`config.mk`:
```
export PLATFORM = sky130hd
export DESIGN_NAME = imc_mult
export DESIGN_NICKNAME = d
export VERILOG_FILES = /design/src/rtl/imc_mult.sv
export SDC_FILE = /design/constraint.sdc
export NUM_CORES = 2
export LEC_CHECK = 0
export BUFFER_PORTS_ARGS = -buffer_cell sky130_fd_sc_hd__buf_2
export CELL_PAD_IN_SITES_DETAIL_PLACEMENT = 1
export CELL_PAD_IN_SITES_GLOBAL_PLACEMENT = 1
export CORE_MARGIN = 1.5
export CORE_UTILIZATION = 50
export DETAILED_ROUTE_END_ITERATION = 16
export PLACE_DENSITY_LB_ADDON = 0.1
export REMOVE_ABC_BUFFERS = 1
export SLEW_MARGIN = 25
export SYNTH_ARGS = -nofsm -noshare
export SYNTH_HDL_FRONTEND = slang
export SYNTH_SLANG_ARGS = --single-unit
```
`constraint.sdc`:
```
create_clock -name clk -period 22.9 [get_ports clk]
set_clock_uncertainty 0.15 [all_clocks]
set_input_delay 4.58 -clock clk [delete_from_list [all_inputs] [get_ports clk]]
set_output_delay 4.58 -clock clk [all_outputs]
set_load 0.005 [all_outputs]
```
`src/rtl/imc_mult.sv`:
```
// Sequential 2x2 fixed-point matrix multiplier P = M x N with one shared multiplier.
// M is two's-complement Q8.8; N and P are sign-magnitude Q8.8.
module imc_mult #(
    parameter int W    = 16,
    parameter int FRAC = 8
) (
    input  logic         clk,
    input  logic         rst,
    input  logic         start,
    input  logic [W-1:0] aIn,
    input  logic [W-1:0] bIn,
    input  logic [W-1:0] cIn,
    input  logic [W-1:0] dIn,
    input  logic [W-1:0] eIn,
    input  logic [W-1:0] fIn,
    input  logic [W-1:0] gIn,
    input  logic [W-1:0] hIn,
    input  logic         eIn_sign,
    input  logic         fIn_sign,
    input  logic         gIn_sign,
    input  logic         hIn_sign,
    output logic         ready,
    output logic         done,
    output logic         ovf,
    output logic [W-1:0] aOut,
    output logic [W-1:0] bOut,
    output logic [W-1:0] cOut,
    output logic [W-1:0] dOut,
    output logic         aOut_sign,
    output logic         bOut_sign,
    output logic         cOut_sign,
    output logic         dOut_sign
);

    // state | meaning
    // IDLE  | waiting for start, ready=1
    // MAC   | k=0..7, one product per cycle into the element accumulators
    // WRAP  | normalize accumulators into the outputs, pulse done
    typedef enum logic [1:0] {IDLE, MAC, WRAP} state_t;

    localparam int AW = 2*W + 2;
    localparam logic [AW-1:0] HALF = AW'(1) << (FRAC-1);

    state_t state, state_nxt;

    logic signed [W-1:0]  m_reg [4];
    logic signed [W:0]    n_reg [4];
    logic signed [AW-1:0] acc   [4];
    logic [2:0]           k;
    logic [W-1:0]         out_mag  [4];
    logic                 out_sign [4];

    logic [1:0]           idx;
    logic                 term;
    logic signed [W-1:0]  m_sel;
    logic signed [W:0]    n_sel;
    logic signed [2*W:0]  m_ext, n_ext, prod;
    logic                 accept;

    logic [W-1:0]         norm_mag  [4];
    logic                 norm_sign [4];
    logic                 norm_sat  [4];

    function automatic logic signed [W:0] to_signed(input logic [W-1:0] mag, input logic neg);
        logic signed [W:0] v;
        v = $signed({1'b0, mag});
        return neg ? -v : v;
    endfunction

    assign accept = start && (state == IDLE);
    assign ready  = (state == IDLE);

    // Row of M follows the element row, column follows the term; N is the transpose of that.
    assign idx   = k[2:1];
    assign term  = k[0];
    assign m_sel = m_reg[{idx[1], term}];
    assign n_sel = n_reg[{term, idx[0]}];
    assign m_ext = {{(W+1){m_sel[W-1]}}, m_sel};
    assign n_ext = {{W{n_sel[W]}}, n_sel};
    assign prod  = m_ext * n_ext;

    always_comb begin
        for (int i = 0; i < 4; i++) begin
            logic [AW-1:0] mag;
            logic [AW-1:0] rnd;
            mag          = acc[i][AW-1] ? AW'(-acc[i]) : AW'(acc[i]);
            rnd          = (mag + HALF) >> FRAC;
            norm_sat[i]  = |rnd[AW-1:W];
            norm_mag[i]  = norm_sat[i] ? {W{1'b1}} : rnd[W-1:0];
            norm_sign[i] = acc[i][AW-1] && (norm_mag[i] != '0);
        end
    end

    always_comb begin
        state_nxt = state;
        case (state)
            IDLE:    if (start) state_nxt = MAC;
            MAC:     if (k == 3'd7) state_nxt = WRAP;
            WRAP:    state_nxt = IDLE;
            default: state_nxt = IDLE;
        endcase
    end

    always_ff @(posedge clk) begin
        if (rst) state <= IDLE;
        else     state <= state_nxt;
    end

    always_ff @(posedge clk) begin
        if (rst) begin
            k    <= '0;
            done <= 1'b0;
            ovf  <= 1'b0;
            for (int i = 0; i < 4; i++) begin
                m_reg[i]    <= '0;
                n_reg[i]    <= '0;
                acc[i]      <= '0;
                out_mag[i]  <= '0;
                out_sign[i] <= 1'b0;
            end
        end else begin
            done <= 1'b0;
            if (accept) begin
                k        <= '0;
                ovf      <= 1'b0;
                m_reg[0] <= aIn;
                m_reg[1] <= bIn;
                m_reg[2] <= cIn;
                m_reg[3] <= dIn;
                n_reg[0] <= to_signed(eIn, eIn_sign);
                n_reg[1] <= to_signed(fIn, fIn_sign);
                n_reg[2] <= to_signed(gIn, gIn_sign);
                n_reg[3] <= to_signed(hIn, hIn_sign);
            end
            if (state == MAC) begin
                k <= k + 3'd1;
                if (term) acc[idx] <= acc[idx] + {prod[2*W], prod};
                else      acc[idx] <= {prod[2*W], prod};
            end
            if (state == WRAP) begin
                done <= 1'b1;
                ovf  <= norm_sat[0] | norm_sat[1] | norm_sat[2] | norm_sat[3];
                for (int i = 0; i < 4; i++) begin
                    out_mag[i]  <= norm_mag[i];
                    out_sign[i] <= norm_sign[i];
                end
            end
        end
    end

    assign aOut      = out_mag[0];
    assign bOut      = out_mag[1];
    assign cOut      = out_mag[2];
    assign dOut      = out_mag[3];
    assign aOut_sign = out_sign[0];
    assign bOut_sign = out_sign[1];
    assign cOut_sign = out_sign[2];
    assign dOut_sign = out_sign[3];

endmodule

```
==> impl_results.html <==
<table>
<tr><th>Metric</th><th>Value</th></tr>
<tr><th colspan="2">Outcome</th></tr>
<tr><td>Outcome</td><td>complete, no violations</td></tr>
<tr><th colspan="2">Worst hold path</th></tr>
<tr><td>Worst hold path class</td><td>reg -&gt; reg</td></tr>
<tr><td>Start point of the worst min-delay path</td><td>ovf$_SDFFE_PP0P_</td></tr>
<tr><th colspan="2">Yosys</th></tr>
<tr><td>Most frequent cell after synthesis</td><td>inv_1</td></tr>
<tr><td>Count of distinct cell types in the synthesized netlist</td><td>114</td></tr>
<tr><td>Library cell occupying the most area in the post-synthesis netlist</td><td>edfxtp_1</td></tr>
<tr><td>Leading cell types by count after synthesis</td><td>inv_1 (410), edfxtp_1 (336), nor2_1 (334)</td></tr>
<tr><td>Most used DFF post-synth</td><td>edfxtp_1</td></tr>
<tr><td>Area share of the largest cell type after synthesis</td><td>0.2956</td></tr>
<tr><td>Number of flip-flops and latches in the synthesized netlist</td><td>approximately 350</td></tr>
<tr><td>Post-synth EDFFs</td><td>336</td></tr>
<tr><td>Post-Syn Instances</td><td>3538</td></tr>
<tr><td>Top area cells in the synthesized netlist</td><td>edfxtp_1 (30%), fa_1 (16%), ha_1 (4.7%)</td></tr>
<tr><td>Cell area after technology mapping</td><td>34140 µm²</td></tr>
<tr><td>Synth async-reset ratio</td><td>0</td></tr>
<tr><td>Sequential cell area fraction in the yosys report</td><td>0.3014</td></tr>
<tr><td>Count of yosys warnings during synthesis</td><td>0</td></tr>
<tr><td>Synth Area per Inst</td><td>9.649 µm²</td></tr>
<tr><th colspan="2">Routing</th></tr>
<tr><td>Average via count per standard cell</td><td>~6.0</td></tr>
<tr><td>Drt first-iter violations</td><td>1786</td></tr>
<tr><td>WL/cell</td><td>23.95 µm</td></tr>
<tr><td>Via total after detailed routing</td><td>27335</td></tr>
<tr><td>Detailed-route DRC error count</td><td>0</td></tr>
<tr><td>Detailed-route wire length</td><td>108500 µm</td></tr>
<tr><td>First-pass iteration count of the detailed router</td><td>5</td></tr>
<tr><td>Antenna-violating nets left</td><td>0</td></tr>
<tr><th colspan="2">Final layout</th></tr>
<tr><td>N_diodes</td><td>0</td></tr>
<tr><td>Net count reported at finish</td><td>4165</td></tr>
<tr><td>Flip-flop count of the largest register, all copies and words added</td><td>roughly 140</td></tr>
<tr><td>Syn-to-layout area delta</td><td>8.533%</td></tr>
<tr><td>Fraction of final layout cells sized beyond drive strength 1</td><td>0.1263</td></tr>
<tr><th colspan="2">Timing</th></tr>
<tr><td>Setup repair after global routing missed its margin</td><td>no</td></tr>
<tr><td>Max transition margin</td><td>0.2245</td></tr>
<tr><td>Count of final hold-check violations</td><td>0</td></tr>
<tr><td>Period utilisation layout</td><td>0.4686</td></tr>
<tr><td>Transition time at the pin with the least slew margin</td><td>approximately 1.2 ns</td></tr>
<tr><td>Final critical delay including setup and external delays</td><td>10.73 ns</td></tr>
<tr><td>Fmax</td><td>about 0.093 GHz</td></tr>
<tr><td>Final number of setup-violating endpoints</td><td>0</td></tr>
<tr><td>Final Max Tran Viols</td><td>0</td></tr>
<tr><td>Setup Total Neg Slack</td><td>0 ns</td></tr>
<tr><th colspan="2">Critical path</th></tr>
<tr><td>Critical path launch point type</td><td>flip-flop</td></tr>
<tr><td>Kind of end point of the critical path</td><td>flip-flop</td></tr>
<tr><td>Data required time of the worst path</td><td>23.04 ns</td></tr>
<tr><td>Library cell contributing the largest single delay on the critical path</td><td>o311ai_0</td></tr>
<tr><td>Critical path fanouts, max</td><td>38</td></tr>
<tr><td>Top cell by count, worst path</td><td>inv_1</td></tr>
<tr><td>Data arrival time of the critical path</td><td>10.88 ns</td></tr>
<tr><td>Longest individual stage delay on the worst path</td><td>around 0.8 ns</td></tr>
<tr><td>Kind of critical path</td><td>reg -&gt; reg</td></tr>
<tr><th colspan="2">CTS</th></tr>
<tr><td>Count of cells resized by post-cts repair</td><td>0</td></tr>
<tr><td>Worst-case clock buffer depth</td><td>3</td></tr>
<tr><td>Setup fix buffers added after clock tree synthesis</td><td>0</td></tr>
<tr><td>Cell at the root of the clock tree</td><td>clkbuf_16</td></tr>
<tr><td>Total clock buffers created by CTS</td><td>42</td></tr>
<tr><td>H-tree depth</td><td>2</td></tr>
<tr><td>Cts-stage hold buffer count</td><td>0</td></tr>
<tr><td>TritonCTS clock tree</td><td>yes</td></tr>
<tr><td>Latest clock arrival within the worst-skew pair</td><td>0.60 ns</td></tr>
<tr><td>Clock-pin slew of the registers on the worst-case setup and hold paths</td><td>roughly 0.060 ns</td></tr>
<tr><td>Number of sinks driven by the clock tree</td><td>~350</td></tr>
<tr><th colspan="2">Flow run</th></tr>
<tr><td>Max-capacitance violation count</td><td>0</td></tr>
<tr><th colspan="2">Floorplan</th></tr>
<tr><td>Top-level I/O count</td><td>206</td></tr>
<tr><td>Die outline width</td><td>264.3 µm</td></tr>
<tr><td>Die area</td><td>69850 µm²</td></tr>
<tr><td>Initial core utilization</td><td>0.5065</td></tr>
<tr><td>Core ar.</td><td>67400 µm²</td></tr>
<tr><td>Die height</td><td>264.3 µm</td></tr>
<tr><td>Number of core rows</td><td>95</td></tr>
<tr><th colspan="2">GRT</th></tr>
<tr><td>Wire length of the first global-routing pass</td><td>approximately 170000 µm</td></tr>
<tr><td>Vias in the first global route</td><td>30015</td></tr>
<tr><td>Antenna violations before repair</td><td>0</td></tr>
<tr><td>Pin count of the biggest net entering global routing</td><td>85</td></tr>
<tr><td>Total Routing Usage GR</td><td>0.3133</td></tr>
<tr><td>Overall overflow remaining after global route</td><td>0</td></tr>
<tr><th colspan="2">Placed design</th></tr>
<tr><td>HPWL Detailed</td><td>between 80000 and 90000 µm</td></tr>
<tr><td>Total of buffers placed on input and output ports</td><td>205</td></tr>
<tr><td>Routability-driven placement congestion ratio</td><td>0.9721</td></tr>
</table>
==> worst max-delay path: cells and delay by family, from the launching register on <==
kind | cells | cell delay [ns]
simple gates | 9 | 2.32
flops | 1 | 0.47
mux | 1 | 0.40
fa+ha+maj | 8 | 3.04
buf+inv | 7 | 1.11
compound gates | 8 | 2.85
==> placed cells by master, fill, tap and decap left out, drive strengths merged, types with 32 or more instances in the layout <==
| master | synthesis | layout |
|---|---|---|
| ha | 127 | 127 |
| nand3 | 56 | 56 |
| nand4 | 42 | 42 |
| edfxtp | 336 | 336 |
| nor3 | 60 | 60 |
| clkbuf | 148 | 50 |
| o21ai | 126 | 126 |
| and2 | 121 | 121 |
| inv | 410 | 413 |
| xor2 | 117 | 117 |
| nor2b | 57 | 57 |
| a21o | 48 | 48 |
| nor2 | 336 | 336 |
| nand2 | 304 | 304 |
| nand2b | 42 | 42 |
| xnor2 | 140 | 140 |
| buf | 38 | 234 |
| mux4 | 52 | 52 |
| o21a | 32 | 32 |
| fa | 277 | 277 |
| a21oi | 159 | 159 |
| or3 | 45 | 45 |
| mux2i | 40 | 40 |
==> routing by layer <==
layer	up-vias	global-route usage	part of all wire
met5	-	0	0
met4	0	0.1322	0.045
met3	203	0.03775	0.050
met2	783	0.5708	0.51
met1	13975	0.3717	0.39
li1	12374	-	-
==> cell families (layout without fill, tap and decap cells) <==
kind of cell / Yosys count / count (layout) / synth area share
and+or+nand+nor: 1215 / 1215 / 0.1807
buffers and inverters: 600 / 720 / 0.06975
AOI/OAI and AO/OA: 598 / 598 / 0.1184
adders and majority gates: 407 / 407 / 0.2099
DFF: 346 / 346 / 0.3014
xor gates and xnor gates: 257 / 257 / 0.06594
muxes: 115 / 115 / 0.05384
==> area by class of cell <==
| cell class | count | area [µm²] |
|---|---|---|
| inverter | 410 | 1541 |
| clock buffer | 50 | 1102 |
| sequential | 346 | 10300 |
| fill | 7559 | 30350 |
| multi-input combinational | 2592 | 21510 |
| timing repair buffer | 234 | 1247 |
| tap | 873 | 1092 |
| clock inverter | 26 | 255.2 |
==> per-stage QoR <==
stage,worst slack [ns],hold WS (ns),instances,util,area [µm²]
finish,12.17,0.4655,4531,0.5497,37050
global route,11.51,0.4985,4531,0.5497,37050
CTS,11.70,0.4708,4530,0.5494,37030
global placement,12.17,0.4140,4454,0.5293,35670
detailed placement,11.70,0.4469,4454,0.5293,35670
floorplan,11.91,0.3592,3348,-,33290
==> worst paths after layout <==
check                              to  slack, ns  cells past startpoint
max reg2reg  acc[0][33]$_SDFFCE_PN0P_      12.17                     33
max          acc[0][33]$_SDFFCE_PN0P_      12.17                     33
min reg2reg          ovf$_SDFFE_PP0P_       0.47                      2
min                  ovf$_SDFFE_PP0P_       0.47                      2
Power is not shown: default switching activity piles up to over one toggle a cycle in this logic, so the estimate is an artifact.
